===== src/rtl/wb_commit_ss_pkg.sv =====
// Shared constants for the dual-lane writeback commit and pending-write scoreboard.
package wb_commit_ss_pkg;

  localparam int unsigned NREG  = 32;
  localparam int unsigned DATAW = 32;
  localparam int unsigned CNTW  = 2;
  localparam int unsigned REGW  = 5;

  localparam logic [REGW-1:0] ZERO_REG = '0;

endpackage


===== src/rtl/wb_commit_ss_pend_cnt.sv =====
// One per-register pending-write counter: up/down by 0..2 per cycle, floors at 0,
// async reset and synchronous clear.
module pend_cnt #(
  parameter int unsigned Width = 2
) (
  input  logic             clk,
  input  logic             reset,
  input  logic             clr,
  input  logic [1:0]       inc,
  input  logic [1:0]       dec,
  output logic [Width-1:0] cnt
);

  localparam logic [Width+1:0] MaxCnt = (Width+2)'((1 << Width) - 1);

  logic [Width-1:0] cnt_d, cnt_q;
  logic [Width+1:0] sum;
  logic [Width+1:0] dec_w;
  logic [Width+1:0] diff;

  always_comb begin
    sum   = {2'b00, cnt_q} + {{Width{1'b0}}, inc};
    dec_w = {{Width{1'b0}}, dec};
    diff  = sum - dec_w;
    if (clr) begin
      cnt_d = '0;
    end else if (sum <= dec_w) begin
      // Extra decrements on an empty counter are dropped rather than wrapping.
      cnt_d = '0;
    end else if (diff > MaxCnt) begin
      cnt_d = MaxCnt[Width-1:0];
    end else begin
      cnt_d = diff[Width-1:0];
    end
  end

  always_ff @(posedge clk or posedge reset) begin
    if (reset) begin
      cnt_q <= '0;
    end else begin
      cnt_q <= cnt_d;
    end
  end

  assign cnt = cnt_q;

endmodule


===== src/rtl/wb_commit_ss.sv =====
// Dual-lane writeback commit stage with per-register pending-write counters,
// issue stall on counter overflow and per-source ready flags for decode.
module wb_commit_ss #(
  parameter int unsigned NREG  = wb_commit_ss_pkg::NREG,
  parameter int unsigned DATAW = wb_commit_ss_pkg::DATAW,
  parameter int unsigned CNTW  = wb_commit_ss_pkg::CNTW
) (
  input  logic             clk,
  input  logic             reset,
  input  logic             flush,
  input  logic             iss_valid_1,
  input  logic             iss_valid_2,
  input  logic             iss_wr_1,
  input  logic             iss_wr_2,
  input  logic [4:0]       iss_dst_1,
  input  logic [4:0]       iss_dst_2,
  output logic             iss_stall,
  input  logic             wb_valid_1,
  input  logic             wb_valid_2,
  input  logic             wb_regwrite_1,
  input  logic             wb_regwrite_2,
  input  logic [4:0]       wb_dst_1,
  input  logic [4:0]       wb_dst_2,
  input  logic [DATAW-1:0] wb_data_1,
  input  logic [DATAW-1:0] wb_data_2,
  output logic             we3_1,
  output logic             we3_2,
  output logic [4:0]       wa3_1,
  output logic [4:0]       wa3_2,
  output logic [DATAW-1:0] wd3_1,
  output logic [DATAW-1:0] wd3_2,
  input  logic [4:0]       src_1,
  input  logic [4:0]       src_2,
  input  logic [4:0]       src_3,
  input  logic [4:0]       src_4,
  output logic [3:0]       src_rdy
);

  import wb_commit_ss_pkg::*;

  localparam int MaxCnt = (1 << CNTW) - 1;

  logic            commit_1, commit_2;
  logic            iss_req_1, iss_req_2;
  logic            iss_go_1, iss_go_2;
  int              proj_1, proj_2;
  logic [CNTW-1:0] pend [NREG];
  logic [REGW-1:0] src [4];

  // Commit and issue qualification
  always_comb begin
    commit_1  = wb_valid_1 & wb_regwrite_1 & (wb_dst_1 != ZERO_REG);
    commit_2  = wb_valid_2 & wb_regwrite_2 & (wb_dst_2 != ZERO_REG);
    iss_req_1 = iss_valid_1 & iss_wr_1 & (iss_dst_1 != ZERO_REG);
    iss_req_2 = iss_valid_2 & iss_wr_2 & (iss_dst_2 != ZERO_REG);
    iss_go_1  = iss_req_1 & ~iss_stall & ~flush;
    iss_go_2  = iss_req_2 & ~iss_stall & ~flush;
  end

  // Projected count per issuing destination, net of this cycle's commits.
  always_comb begin
    proj_1 = int'(pend[iss_dst_1]) + 1
           + int'(iss_req_2 && (iss_dst_2 == iss_dst_1))
           - int'(commit_1 && (wb_dst_1 == iss_dst_1))
           - int'(commit_2 && (wb_dst_2 == iss_dst_1));
    proj_2 = int'(pend[iss_dst_2]) + 1
           + int'(iss_req_1 && (iss_dst_1 == iss_dst_2))
           - int'(commit_1 && (wb_dst_1 == iss_dst_2))
           - int'(commit_2 && (wb_dst_2 == iss_dst_2));
    iss_stall = (iss_req_1 && (proj_1 > MaxCnt)) || (iss_req_2 && (proj_2 > MaxCnt));
  end

  assign pend[0] = '0;

  for (genvar r = 1; r < NREG; r++) begin : g_cnt
    logic [1:0] inc, dec;

    assign inc = 2'(iss_go_1 && (iss_dst_1 == REGW'(r)))
               + 2'(iss_go_2 && (iss_dst_2 == REGW'(r)));
    // A lane-1 commit that loses the write-port conflict still retires its pending write.
    assign dec = 2'(commit_1 && (wb_dst_1 == REGW'(r)))
               + 2'(commit_2 && (wb_dst_2 == REGW'(r)));

    pend_cnt #(
      .Width (CNTW)
    ) u_pend_cnt (
      .clk   (clk),
      .reset (reset),
      .clr   (flush),
      .inc   (inc),
      .dec   (dec),
      .cnt   (pend[r])
    );
  end

  assign src[0] = src_1;
  assign src[1] = src_2;
  assign src[2] = src_3;
  assign src[3] = src_4;

  for (genvar k = 0; k < 4; k++) begin : g_rdy
    assign src_rdy[k] = (src[k] == ZERO_REG) || (pend[src[k]] == '0);
  end

  // Registered register-file write port
  logic             we3_1_d, we3_1_q, we3_2_d, we3_2_q;
  logic [4:0]       wa3_1_d, wa3_1_q, wa3_2_d, wa3_2_q;
  logic [DATAW-1:0] wd3_1_d, wd3_1_q, wd3_2_d, wd3_2_q;

  always_comb begin
    we3_1_d = commit_1 & ~(commit_2 & (wb_dst_1 == wb_dst_2));
    we3_2_d = commit_2;
    wa3_1_d = wb_dst_1;
    wa3_2_d = wb_dst_2;
    wd3_1_d = wb_data_1;
    wd3_2_d = wb_data_2;
  end

  always_ff @(posedge clk or posedge reset) begin
    if (reset) begin
      we3_1_q <= 1'b0;
      we3_2_q <= 1'b0;
      wa3_1_q <= '0;
      wa3_2_q <= '0;
      wd3_1_q <= '0;
      wd3_2_q <= '0;
    end else begin
      we3_1_q <= we3_1_d;
      we3_2_q <= we3_2_d;
      wa3_1_q <= wa3_1_d;
      wa3_2_q <= wa3_2_d;
      wd3_1_q <= wd3_1_d;
      wd3_2_q <= wd3_2_d;
    end
  end

  assign we3_1 = we3_1_q;
  assign we3_2 = we3_2_q;
  assign wa3_1 = wa3_1_q;
  assign wa3_2 = wa3_2_q;
  assign wd3_1 = wd3_1_q;
  assign wd3_2 = wd3_2_q;

endmodule


===== config.mk =====
export PLATFORM = sky130hd
export DESIGN_NAME = wb_commit_ss
export DESIGN_NICKNAME = d
export VERILOG_FILES = /design/src/rtl/wb_commit_ss_pkg.sv /design/src/rtl/wb_commit_ss_pend_cnt.sv /design/src/rtl/wb_commit_ss.sv
export SDC_FILE = /design/constraint.sdc
export NUM_CORES = 1
export LEC_CHECK = 0
export BUFFER_PORTS_ARGS = -buffer_cell sky130_fd_sc_hd__buf_2
export CAP_MARGIN = 20
export CORE_MARGIN = 4
export CORE_UTILIZATION = 55
export CTS_BUF_LIST = sky130_fd_sc_hd__clkbuf_8
export CTS_CLUSTER_SIZE = 25
export DETAILED_ROUTE_END_ITERATION = 8
export PLACE_DENSITY = 0.75
export SETUP_SLACK_MARGIN = 0.5
export SYNTH_ARGS = -nofsm -noshare
export SYNTH_HDL_FRONTEND = slang
export SYNTH_SLANG_ARGS = --single-unit

===== constraint.sdc =====
create_clock -name clk -period 9.75 [get_ports clk]
set_input_delay 0.4875 -clock clk [delete_from_list [all_inputs] [get_ports clk]]
set_output_delay 0.4875 -clock clk [all_outputs]
set_load 0.01 [all_outputs]

==> results.md, run 1 <==
- MaxCap Viol Count: 0
- Final period util: 68.3%
- Detailed-route DRC error count: 0
- Mapped Cells: 1255
- Post-DP HPWL: 29700 µm
- WL/cell: 22.2 µm
- Layout cell share with drive strength beyond 1: 20.9%
- Util after Layout: 63.0%
- Worst Reg-to-Reg Cells: 20
- Total clock buffers created by CTS: 17
- Port buffer count: 195
- H-tree levels: 4
- Net Sw Power: 0.463 mW
- Clock Path Buffers: 2
- DR vias/cell: 6.24
- Routed wire length: 38000 µm
- Core area: 0.0226 mm²
- Placed cell count: 1682
- Site row count: 55
- DR vias: 10700
- RR Startpoint: g_cnt[6].u_pend_cnt.cnt[0]
- Initial antenna violation count: 5
- Initial Utilization: 56.1%
- Startpoint Class: input port
- Root buffer cell: clkbuf_8
- Pint: 0.875 mW
- HP Class: in -> reg
- Die H: 160 µm
- Crit path time final: 6660 ps
- Static Leak: 6.38 nW
- Layout Cell Area excl Fill: 0.0143 mm²
- Combinational power share: 16.4%
- Clock latency on the worst-skew pair: 490 ps
- Power share of the clock group: 38.6%
- Reg-to-Reg End: g_cnt[9].u_pend_cnt.cnt[0]
- Setup violators final: 0
- Yosys top cell area share: 27.2%
- RSZ-0062 raised after global routing: false
- Vias in the first global route: 11100
- Total GRT Usage: 30.3%
- Avg Cell Area, Syn: 10.1 µm²
- Max VDD drop: 0.0793 mV
- Count leader, synth: inv_1
- Asr flop ratio synth: 100%
- Top_reg_cell synth: dfrtp_1
- Critical path arrival: 7050 ps
- Filler cells: 1840
- Synth Cell Area: 0.0127 mm²
- FF+latch area: 0.00345 mm²
- Most frequent cells after synthesis: inv_1 (202), nor2_1 (185), dfrtp_1 (138), ha_1 (134), fa_1 (95)
- Slew margin rel.: 43.0%
- Area leader, netlist: dfrtp_1
- Final ANT Viol Nets: 0
- Pwr Density: 93.9 mW/mm²
- Hold_ws: 86.0 ps
- Min-delay src: wb_data_2[23]
- TNS Setup: 0 ps
- Maximum fanout along the worst path: 27
- Hold Vio Cnt, Final: 0
- Die W: 160 µm
- Post-DP Area: 0.0138 mm²
- Largest net degree at the start of global routing: 80
- Register bit total from synthesis: 138
- Pins Over Slew Limit: 0
- Die area: 0.0256 mm²
- Fmax: 150 MHz
- First-pass GRT wire length: 60600 µm
- Ports: 196
- GRT overflow: 0
- WP data required: 10140 ps
- Cts repair resizes: 0
- CTS clk-pin slew, worst paths: 110 ps
- Hold Path End: wd3_2[23]
- Status: complete, no violations
- Hold Crit Depth: 1
- Sw frac: 34.6%
- Yosys cell types: 51
- CTS tree: done
- DR pass1 iterations: 5
- Sequential power share: 45.0%
- Multi-input logic area: 0.00826 mm²
- Initial DRC Count: 1243
- Cts hold-fix bufs: 0
- Nets: 1760
- Clock skew: 24.2 ps
- GP Congestion: 0.998
- Post-synthesis net count: 1599
- Critical Path Source: iss_dst_2[0]
- Worst slew pin tran: 855 ps
- Crit end category: flop
- Postcts setup bufs: 0
- EDFF count, synth: 0
- Post-synthesis sequential area ratio: 27.2%
- Non-Filler Instances: 1717
- Synth area leaders: dfrtp_1 (27%), fa_1 (15%), ha_1 (13%), mux4_2 (10%), inv_1 (6.0%)
- Yosys warns: 0
- Clock Sinks: 138
- Worst reg2reg setup slack: 3250 ps
- Synth-to-Final Area Change: 12.3%
- Crit Path Class: in -> reg
## worst max-delay path, stage by stage
cell	delay [ps]
buf_2	580
mux4_2	600
mux4_2	490
mux2i_1	210
fa_1	450
ha_1	240
ha_1	220
ha_1	260
nor2b_1	140
a2111oi_2	580
nor3b_1	250
nand2_1	500
nor4_1	150
fa_1	440
ha_1	290
inv_1	50
fa_1	420
ha_1	300
inv_1	70
o22ai_1	60
a211oi_1	250
## power groups by stage
stage          combinational, mW  sequential, mW  clock (mW)
4_1_cts                    0.217           0.602       0.524
2_1_floorplan              0.124           0.620           0
3_3_place_gp               0.213           0.613           0
5_1_grt                    0.237           0.605       0.550
3_5_place_dp               0.217           0.614           0
6_report                   0.220           0.602       0.516
## cell families (layout without fill, tap and decap cells)
group	count (synthesis)	after routing	share of synthesized area, %
xor gates and xnor gates	30	30	2.07
buffers and inverters	257	431	7.71
adders and majority gates	229	229	28.2
other	0	3	0
AOI/OAI and AO/OA	212	212	12.1
muxes	69	69	11.2
and+or+nand+nor	320	320	11.5
DFF	138	138	27.2
## area by class of cell
class / instances / share of cell area [%]
Antenna cell: 3 / 0.0527
Clock buffer: 17 / 1.64
Clock inverter: 15 / 1.33
Inverter: 202 / 5.35
Multi-Input combinational cell: 860 / 58.0
Sequential cell: 138 / 24.2
Tap cell: 285 / 2.50
Timing Repair Buffer: 197 / 6.95
## layer usage
metal / share of wire, % / GRT usage, %
met1: 38 / 38.3
met2: 47 / 48.7
met3: 11 / 8.23
met4: 4.9 / 14.4
met5: 0.087 / 0
## state kept, by name, indices dropped and copies added (netlist names)
name / flops
g_cnt.u_pend_cnt.cnt: 62
wd3_1: 32
wd3_2: 32
wa3_1: 5
wa3_2: 5
we3_1: 1
we3_2: 1
## worst max-delay path by stage
stage                                       end  cells after the start
floorplan           g_cnt[25].u_pend_cnt.cnt[0]                     23
global placement    g_cnt[29].u_pend_cnt.cnt[0]                     21
detailed placement  g_cnt[29].u_pend_cnt.cnt[0]                     21
CTS                  g_cnt[9].u_pend_cnt.cnt[0]                     21
global route         g_cnt[9].u_pend_cnt.cnt[0]                     21
finish               g_cnt[9].u_pend_cnt.cnt[0]                     21
## cells in the final DEF, fill, tap and decap left out, types with 3 or more instances in the layout
cell	synthesis	final
nor2b_1	4	4
inv_6	0	4
fa_1	95	95
inv_1	202	201
or3_1	5	5
mux4_2	58	58
clkinv_8	0	5
or2_2	3	3
xor2_1	13	13
ha_1	134	134
a31oi_1	32	32
dfrtp_1	138	138
nand3b_1	6	6
o21ai_0	7	7
diode_2	0	3
a21oi_1	17	17
and3_1	4	4
o22ai_1	31	31
nor3_1	20	20
clkbuf_8	0	17
buf_2	5	195
nand3_1	19	19
a211o_1	36	36
xnor2_1	17	17
nor4_1	16	16
a211oi_1	43	43
nor2_1	185	185
nand2_1	26	26
a2111oi_0	5	5
mux2i_1	7	7
nor3b_1	7	7
mux2_2	4	4
o31ai_1	33	33
inv_8	0	5
nand2b_1	13	13
## metrics by stage
| stage | total power, mW | setup slack [ps] |
|---|---|---|
| detailed placement | 0.830 | 2610 |
| global placement | 0.826 | 2870 |
| finish | 1.34 | 3090 |
| global route | 1.39 | 2700 |
| CTS | 1.34 | 3110 |
| floorplan | 0.744 | 3410 |
Power figures use the tool's default switching activity.
==> run 2: changes to the inputs <==
==> constraint.sdc (replaced) <==
create_clock -name clk -period 6.3 [get_ports clk]
set_input_delay 0.315 -clock clk [delete_from_list [all_inputs] [get_ports clk]]
set_output_delay 0.315 -clock clk [all_outputs]
set_load 0.01 [all_outputs]
==> results.md, run 2 (synthesis gave the netlist of run 1 again) <==
- Status: complete, no violations (unchanged)
- GRT overflow: 0 (unchanged)
- Clock skew: 26.1 ps (was 24.2 ps)
- Clock Path Buffers: 2 (unchanged)
- Final period util: 91.5%
- Post-DP Area: 0.0140 mm² (was 0.0138 mm²)
- Placed cell count: 1707 (was 1682)
- Clock latency on the worst-skew pair: 490 ps (about the same)
- Port buffer count: 195 (unchanged)
- CP max stage delay: 530 ps (was 600 ps)
- Most frequent cells in the layout: inv_1 (198), buf_2 (195), nor2_1 (169) (was inv_1 (201), buf_2 (195), nor2_1 (185))
- Synth-to-Final Area Change: 25.6% (was 12.3%)
- First-pass GRT wire length: 66200 µm (was 60600 µm)
- Layout Cell Area excl Fill: 0.0159 mm² (was 0.0143 mm²)
- Fmax: 174 MHz
- Crit path time final: 5760 ps
- Most common cell on crit path: ha_2 (was ha_1)
- CTS clk-pin slew, worst paths: 110 ps (about the same)
- Routed wire length: 43700 µm (was 38000 µm)
- DR pass1 iterations: 6 (was 5)
- WL/cell: 23.9 µm (was 22.2 µm)
- DR vias: 11600 (was 10700)
- Slowest stage cell on the critical path: mux4_2 (unchanged)
- MaxCap Viol Count: 0 (unchanged)
- Layout cell share with drive strength beyond 1: 31.0% (was 20.9%)
- Die area: 0.0256 mm² (unchanged)
- Detailed-route DRC error count: 0 (unchanged)
- Critical path arrival: 6140 ps (was 7050 ps)
- CTS tree: done (unchanged)
- Clock Sinks: 138 (unchanged)
- Post-DP HPWL: 31400 µm (was 29700 µm)
- Non-Filler Instances: 1830 (was 1717)
- Max reg flops: 62 (unchanged)
- Pins Over Slew Limit: 0 (unchanged)
- Static Leak: 6.89 nW (was 6.38 nW)
- Pwr Density: 136 mW/mm² (was 93.9 mW/mm²)
- Cell family with most CP delay: adder cells (unchanged)
- Hold Vio Cnt, Final: 0 (unchanged)
- TNS Setup: 0 ps (unchanged)
- CP Cell Sequence: mux4_2 -> mux4_2 -> mux2i_4 -> fa_1 -> ha_2 -> ha_2 -> ha_4 -> nor2b_4 -> a2111oi_4 -> buf_4 -> nor3b_4 -> nand2_2 -> buf_12 -> nor4_2 -> fa_2 -> inv_1 -> ha_2 -> fa_1 -> ha_1 -> inv_1 -> o22ai_1 -> a211oi_1 (was buf_2 -> mux4_2 -> mux4_2 -> mux2i_1 -> fa_1 -> ha_1 -> ha_1 -> ha_1 -> nor2b_1 -> a2111oi_2 -> nor3b_1 -> nand2_1 -> nor4_1 -> fa_1 -> ha_1 -> inv_1 -> fa_1 -> ha_1 -> inv_1 -> o22ai_1 -> a211oi_1)
- Crit Path Class: reg -> reg (was in -> reg)
- H-tree levels: 4 (unchanged)
- Root buffer cell: clkbuf_8 (unchanged)
- Crit end category: flop (unchanged)
- Commonest non-fill, non-tap cell in the layout: inv_1 (unchanged)
- Startpoint Class: flop (was input port)
- Largest net degree at the start of global routing: 72 (was 80)
- Final ANT Viol Nets: 0 (unchanged)
- Initial antenna violation count: 5 (unchanged)
- Max VDD drop: 0.144 mV (was 0.0793 mV)
- Nets: 1874 (was 1760)
- Maximum fanout along the worst path: 6 (was 27)
- Worst slew pin tran: 966 ps (was 855 ps)
- Ports: 196 (unchanged)
- Site row count: 55 (unchanged)
- Core area: 0.0226 mm² (unchanged)
- Initial DRC Count: 1252 (was 1243)
- Initial Utilization: 56.1% (unchanged)
- Slew margin rel.: 35.6% (was 43.0%)
- WP data required: 6680 ps (was 10140 ps)
- DR vias/cell: 6.36 (was 6.24)
- Filler cells: 1620 (was 1840)
- WP buf/inv: 4 (was 3)
- Setup violators final: 0 (unchanged)
- Die H: 160 µm (unchanged)
- Vias in the first global route: 11900 (was 11100)
- Total clock buffers created by CTS: 17 (unchanged)
- Die W: 160 µm (unchanged)
- Total GRT Usage: 33.3% (was 30.3%)
- GP Congestion: 1.05 (was 0.998)
- HP Class: in -> reg (unchanged)
- RSZ-0062 raised after global routing: true (was false)
[run 2: changes by cell type in the layout (fill, tap and decap cells not counted), sizes merged]
cell,delta
bufinv,+1
clkinv,-2
dlygate4sd3,+65
clkbuf,+1
diode,-1
buf,+48
inv,+1
[run 2: stage by stage]
step	power (mW)	utilization (%)	hold slack (ps)	worst slack, ps
2_1_floorplan	1.15	-	346	603
3_3_place_gp	1.29	62.0	422	181
3_5_place_dp	1.30	62.0	424	60.5
4_1_cts	2.13	67.7	36.6	471
5_1_grt	2.24	70.4	40.0	325
6_report	2.17	70.4	35.3	538
[run 2: cell type report]
cell class | count | area, µm² | area share, %
Inverter | 202 | 763 | 4.79
Tap cell | 285 | 357 | 2.24
Clock buffer | 17 | 234 | 1.47
Clock inverter | 15 | 171 | 1.08
Sequential cell | 138 | 3480 | 21.8
Multi-Input combinational cell | 860 | 8880 | 55.7
Antenna cell | 2 | 5.00 | 0.0314
Timing Repair Buffer | 311 | 2050 | 12.9
[run 2: worst register-to-register path: cells and delay by family, from the launching register on]
family,cells,cell delay (ps)
fa+ha+maj,8,2180
flops,1,490
simple gates,4,940
compound gates,3,330
buf+inv,4,500
mux,3,1210
[run 2: worst paths after layout]
kind | startpoint | endpoint | slack [ps] | depth (start not counted)
max | g_cnt[11].u_pend_cnt.cnt[0] | g_cnt[25].u_pend_cnt.cnt[0] | 540 | 22
min | wb_dst_2[0] | wa3_2[0] | 40 | 1
max reg2reg | g_cnt[11].u_pend_cnt.cnt[0] | g_cnt[25].u_pend_cnt.cnt[0] | 540 | 22
min reg2reg | g_cnt[29].u_pend_cnt.cnt[1] | g_cnt[29].u_pend_cnt.cnt[0] | 960 | 3
max in group asynchronous | reset | g_cnt[31].u_pend_cnt.cnt[0] | 4300 | 4
min in group asynchronous | reset | wd3_2[6] | 470 | 3
[run 2: report_power, final]
group / internal [mW] / switching (mW)
registers: 0.915 / 0.0187
logic: 0.176 / 0.245
clock network: 0.337 / 0.477
[run 2: routing by layer]
metal	routed length, µm	vias to the layer above	GRT usage (%)
li1	-	4943	-
met1	15400	5660	41.7
met2	20800	843	54.9
met3	4940	194	7.38
met4	2580	4	16.5
met5	25	-	0
[run 2: repair_timing]
action / in CTS / in global routing
gates cloned: 0 / 1
hold buffers: 65 / 0
buffers inserted: 8 / 15
setup endpoints to repair: 41 / 62
pin swaps: 23 / 26
gates resized for setup: 60 / 96
endpoints found under the hold margin: 131 / 0
==> run 3: changes to the inputs <==
--- a/config.mk
+++ b/config.mk
@@ -12,7 +12,7 @@
 export CTS_BUF_LIST = sky130_fd_sc_hd__clkbuf_8
 export CTS_CLUSTER_SIZE = 25
 export DETAILED_ROUTE_END_ITERATION = 8
-export PLACE_DENSITY = 0.75
+export PLACE_DENSITY = 0.77
 export SETUP_SLACK_MARGIN = 0.5
 export SYNTH_ARGS = -nofsm -noshare
 export SYNTH_HDL_FRONTEND = slang
==> results.md, run 3 (synthesis gave the netlist of run 1 again) <==
- Total GRT Usage: 32.3% (was 33.3%)
- WP data required: 6650 ps (was 6680 ps)
- Core area: 0.0226 mm² (unchanged)
- Slowest stage cell on the critical path: fa_2 (was mux4_2)
- Non-Filler Instances: 1812 (was 1830)
- Largest net degree at the start of global routing: 82 (was 72)
- Pwr Density: 137 mW/mm² (was 136 mW/mm²)
- Die W: 160 µm (unchanged)
- Synth-to-Final Area Change: 23.6% (was 25.6%)
- Critical path arrival: 6090 ps (was 6140 ps)
- Crit Path Class: reg -> reg (unchanged)
- Site row count: 55 (unchanged)
- Placed cell count: 1692 (was 1707)
- Most common cell on crit path: ha_4 (was ha_2)
- Pins Over Slew Limit: 0 (unchanged)
- Ports: 196 (unchanged)
- RR Startpoint: g_cnt[23].u_pend_cnt.cnt[0] (was g_cnt[11].u_pend_cnt.cnt[0])
- Layout cell share with drive strength beyond 1: 29.1% (was 31.0%)
- Final period util: 91.1% (was 91.5%)
- Nets: 1857 (was 1874)
- GRT overflow: 0 (unchanged)
- Crit end category: flop (unchanged)
- DR vias: 11400 (was 11600)
- Final ANT Viol Nets: 0 (unchanged)
- Worst slew pin tran: 792 ps (was 966 ps)
- Slew margin rel.: 47.2% (was 35.6%)
- Clock skew: 28.0 ps (was 26.1 ps)
- CP Cell Sequence: mux4_2 -> mux4_2 -> mux2i_2 -> fa_1 -> ha_2 -> ha_4 -> ha_4 -> nor2b_4 -> a2111oi_4 -> buf_4 -> a2111oi_4 -> buf_4 -> nand3b_1 -> buf_6 -> nor2_4 -> fa_2 -> inv_2 -> ha_4 -> fa_2 -> ha_4 -> inv_2 -> o22ai_2 -> a211oi_2 (was mux4_2 -> mux4_2 -> mux2i_4 -> fa_1 -> ha_2 -> ha_2 -> ha_4 -> nor2b_4 -> a2111oi_4 -> buf_4 -> nor3b_4 -> nand2_2 -> buf_12 -> nor4_2 -> fa_2 -> inv_1 -> ha_2 -> fa_1 -> ha_1 -> inv_1 -> o22ai_1 -> a211oi_1)
- GP Congestion: 1.00 (was 1.05)
- Hold Vio Cnt, Final: 0 (unchanged)
- WP buf/inv: 5 (was 4)
- HP Class: in -> reg (unchanged)
- First-pass GRT wire length: 64400 µm (was 66200 µm)
- Min-delay src: wb_dst_2[0] (unchanged)
- Initial antenna violation count: 2 (was 5)
- MaxCap Viol Count: 0 (unchanged)
- DR vias/cell: 6.31 (was 6.36)
- Die area: 0.0256 mm² (unchanged)
- RSZ-0062 raised after global routing: true (unchanged)
- Clock Path Buffers: 2 (unchanged)
- TNS Setup: 0 ps (unchanged)
- Max VDD drop: 0.110 mV (was 0.144 mV)
- Static Leak: 6.76 nW (was 6.89 nW)
- CP max stage delay: 580 ps (was 530 ps)
- Startpoint Class: flop (unchanged)
- CTS tree: done (unchanged)
- Max reg flops: 62 (unchanged)
- Setup violators final: 0 (unchanged)
- CTS clk-pin slew, worst paths: 120 ps (was 110 ps)
- Detailed-route DRC error count: 0 (unchanged)
- Root buffer cell: clkbuf_8 (unchanged)
- Cell family with most CP delay: adder cells (unchanged)
- WL/cell: 23.1 µm (was 23.9 µm)
- Total clock buffers created by CTS: 17 (unchanged)
- Post-DP HPWL: 30300 µm (was 31400 µm)
- Die H: 160 µm (unchanged)
- Critical Path Source: g_cnt[23].u_pend_cnt.cnt[0] (was g_cnt[11].u_pend_cnt.cnt[0])
- H-tree levels: 4 (unchanged)
- Hold_ws: 34.9 ps (was 35.3 ps)
- Clock Sinks: 138 (unchanged)
- Crit path time final: 5740 ps (was 5760 ps)
- Clock latency on the worst-skew pair: 490 ps (about the same)
- Maximum fanout along the worst path: 4 (was 6)
- Fmax: 174 MHz (about the same)
- Initial DRC Count: 1302 (was 1252)
- Routed wire length: 41900 µm (was 43700 µm)
- Initial Utilization: 56.1% (unchanged)
- Vias in the first global route: 11700 (was 11900)
- Status: complete, no violations (unchanged)
- Most frequent cells in the layout: inv_1 (197), buf_2 (195), nor2_1 (175) (was inv_1 (198), buf_2 (195), nor2_1 (169))
- Port buffer count: 195 (unchanged)
- Commonest non-fill, non-tap cell in the layout: inv_1 (unchanged)
- DR pass1 iterations: 7 (was 6)
-- run 3: changes by cell type in the layout (fill, tap and decap cells not counted), sizes merged --
cell	before	now
buf	245	229
clkinv	4	6
bufinv	1	0
clkbuf	18	17
diode	2	1
inv	212	211
-- run 3: area by class of cell --
| cell class | instances | area, µm² |
|---|---|---|
| multi-input cells | 860 | 8780 |
| clock buffers | 17 | 234 |
| clock inverters | 15 | 189 |
| diodes | 1 | 2.50 |
| inverters | 202 | 763 |
| fillers | 1614 | 6950 |
| repair buffers | 294 | 1890 |
| flip-flops and latches | 138 | 3470 |
| well taps | 285 | 357 |
-- run 3: path summary, 6_finish.rpt --
kind                                                to  slack [ps]  depth (start not counted)
max                        g_cnt[25].u_pend_cnt.cnt[0]         560                         23
min                                           wa3_2[0]          30                          1
max reg2reg                g_cnt[25].u_pend_cnt.cnt[0]         560                         23
min reg2reg                g_cnt[10].u_pend_cnt.cnt[1]         930                          3
max in group asynchronous  g_cnt[14].u_pend_cnt.cnt[0]        4470                          4
min in group asynchronous                     wd3_1[0]         480                          3
-- run 3: where the power goes --
part | internal, mW | switching, mW | leakage (nW) | total (mW)
Clock | 0.311 | 0.497 | 0.212 | 0.808
Combinational | 0.169 | 0.237 | 4.82 | 0.406
Sequential | 0.915 | 0.0198 | 1.73 | 0.935
Total | 1.40 | 0.754 | 6.76 | 2.15
-- run 3: per-layer routing --
layer	up-vias	wire length, µm	track usage, %
li1	4915	-	-
met1	5535	15300	41.5
met2	769	19200	51.5
met3	204	4680	7.90
met4	2	2620	16.3
met5	-	12	0
-- run 3: per-stage QoR --
stage | area [µm²] | utilization (%) | total power [mW] | setup WS [ps]
3_5_place_dp | 13900 | 61.5 | 1.29 | 1.61
2_1_floorplan | 12700 | - | 1.15 | 603
4_1_cts | 15000 | 66.5 | 2.12 | 439
5_1_grt | 15700 | 69.3 | 2.22 | 414
3_3_place_gp | 13900 | 61.5 | 1.29 | 125
6_report | 15700 | 69.3 | 2.15 | 562
-- run 3: repair_timing --
| item | in CTS | in global routing |
|---|---|---|
| endpoints found under the hold margin | 126 | 0 |
| gates cloned | 0 | 0 |
| resized for setup | 6 | 119 |
| hold buffers | 65 | 0 |
| buffers inserted | 3 | 19 |
| pin swaps | 2 | 43 |
| setup endpoints to repair | 51 | 62 |
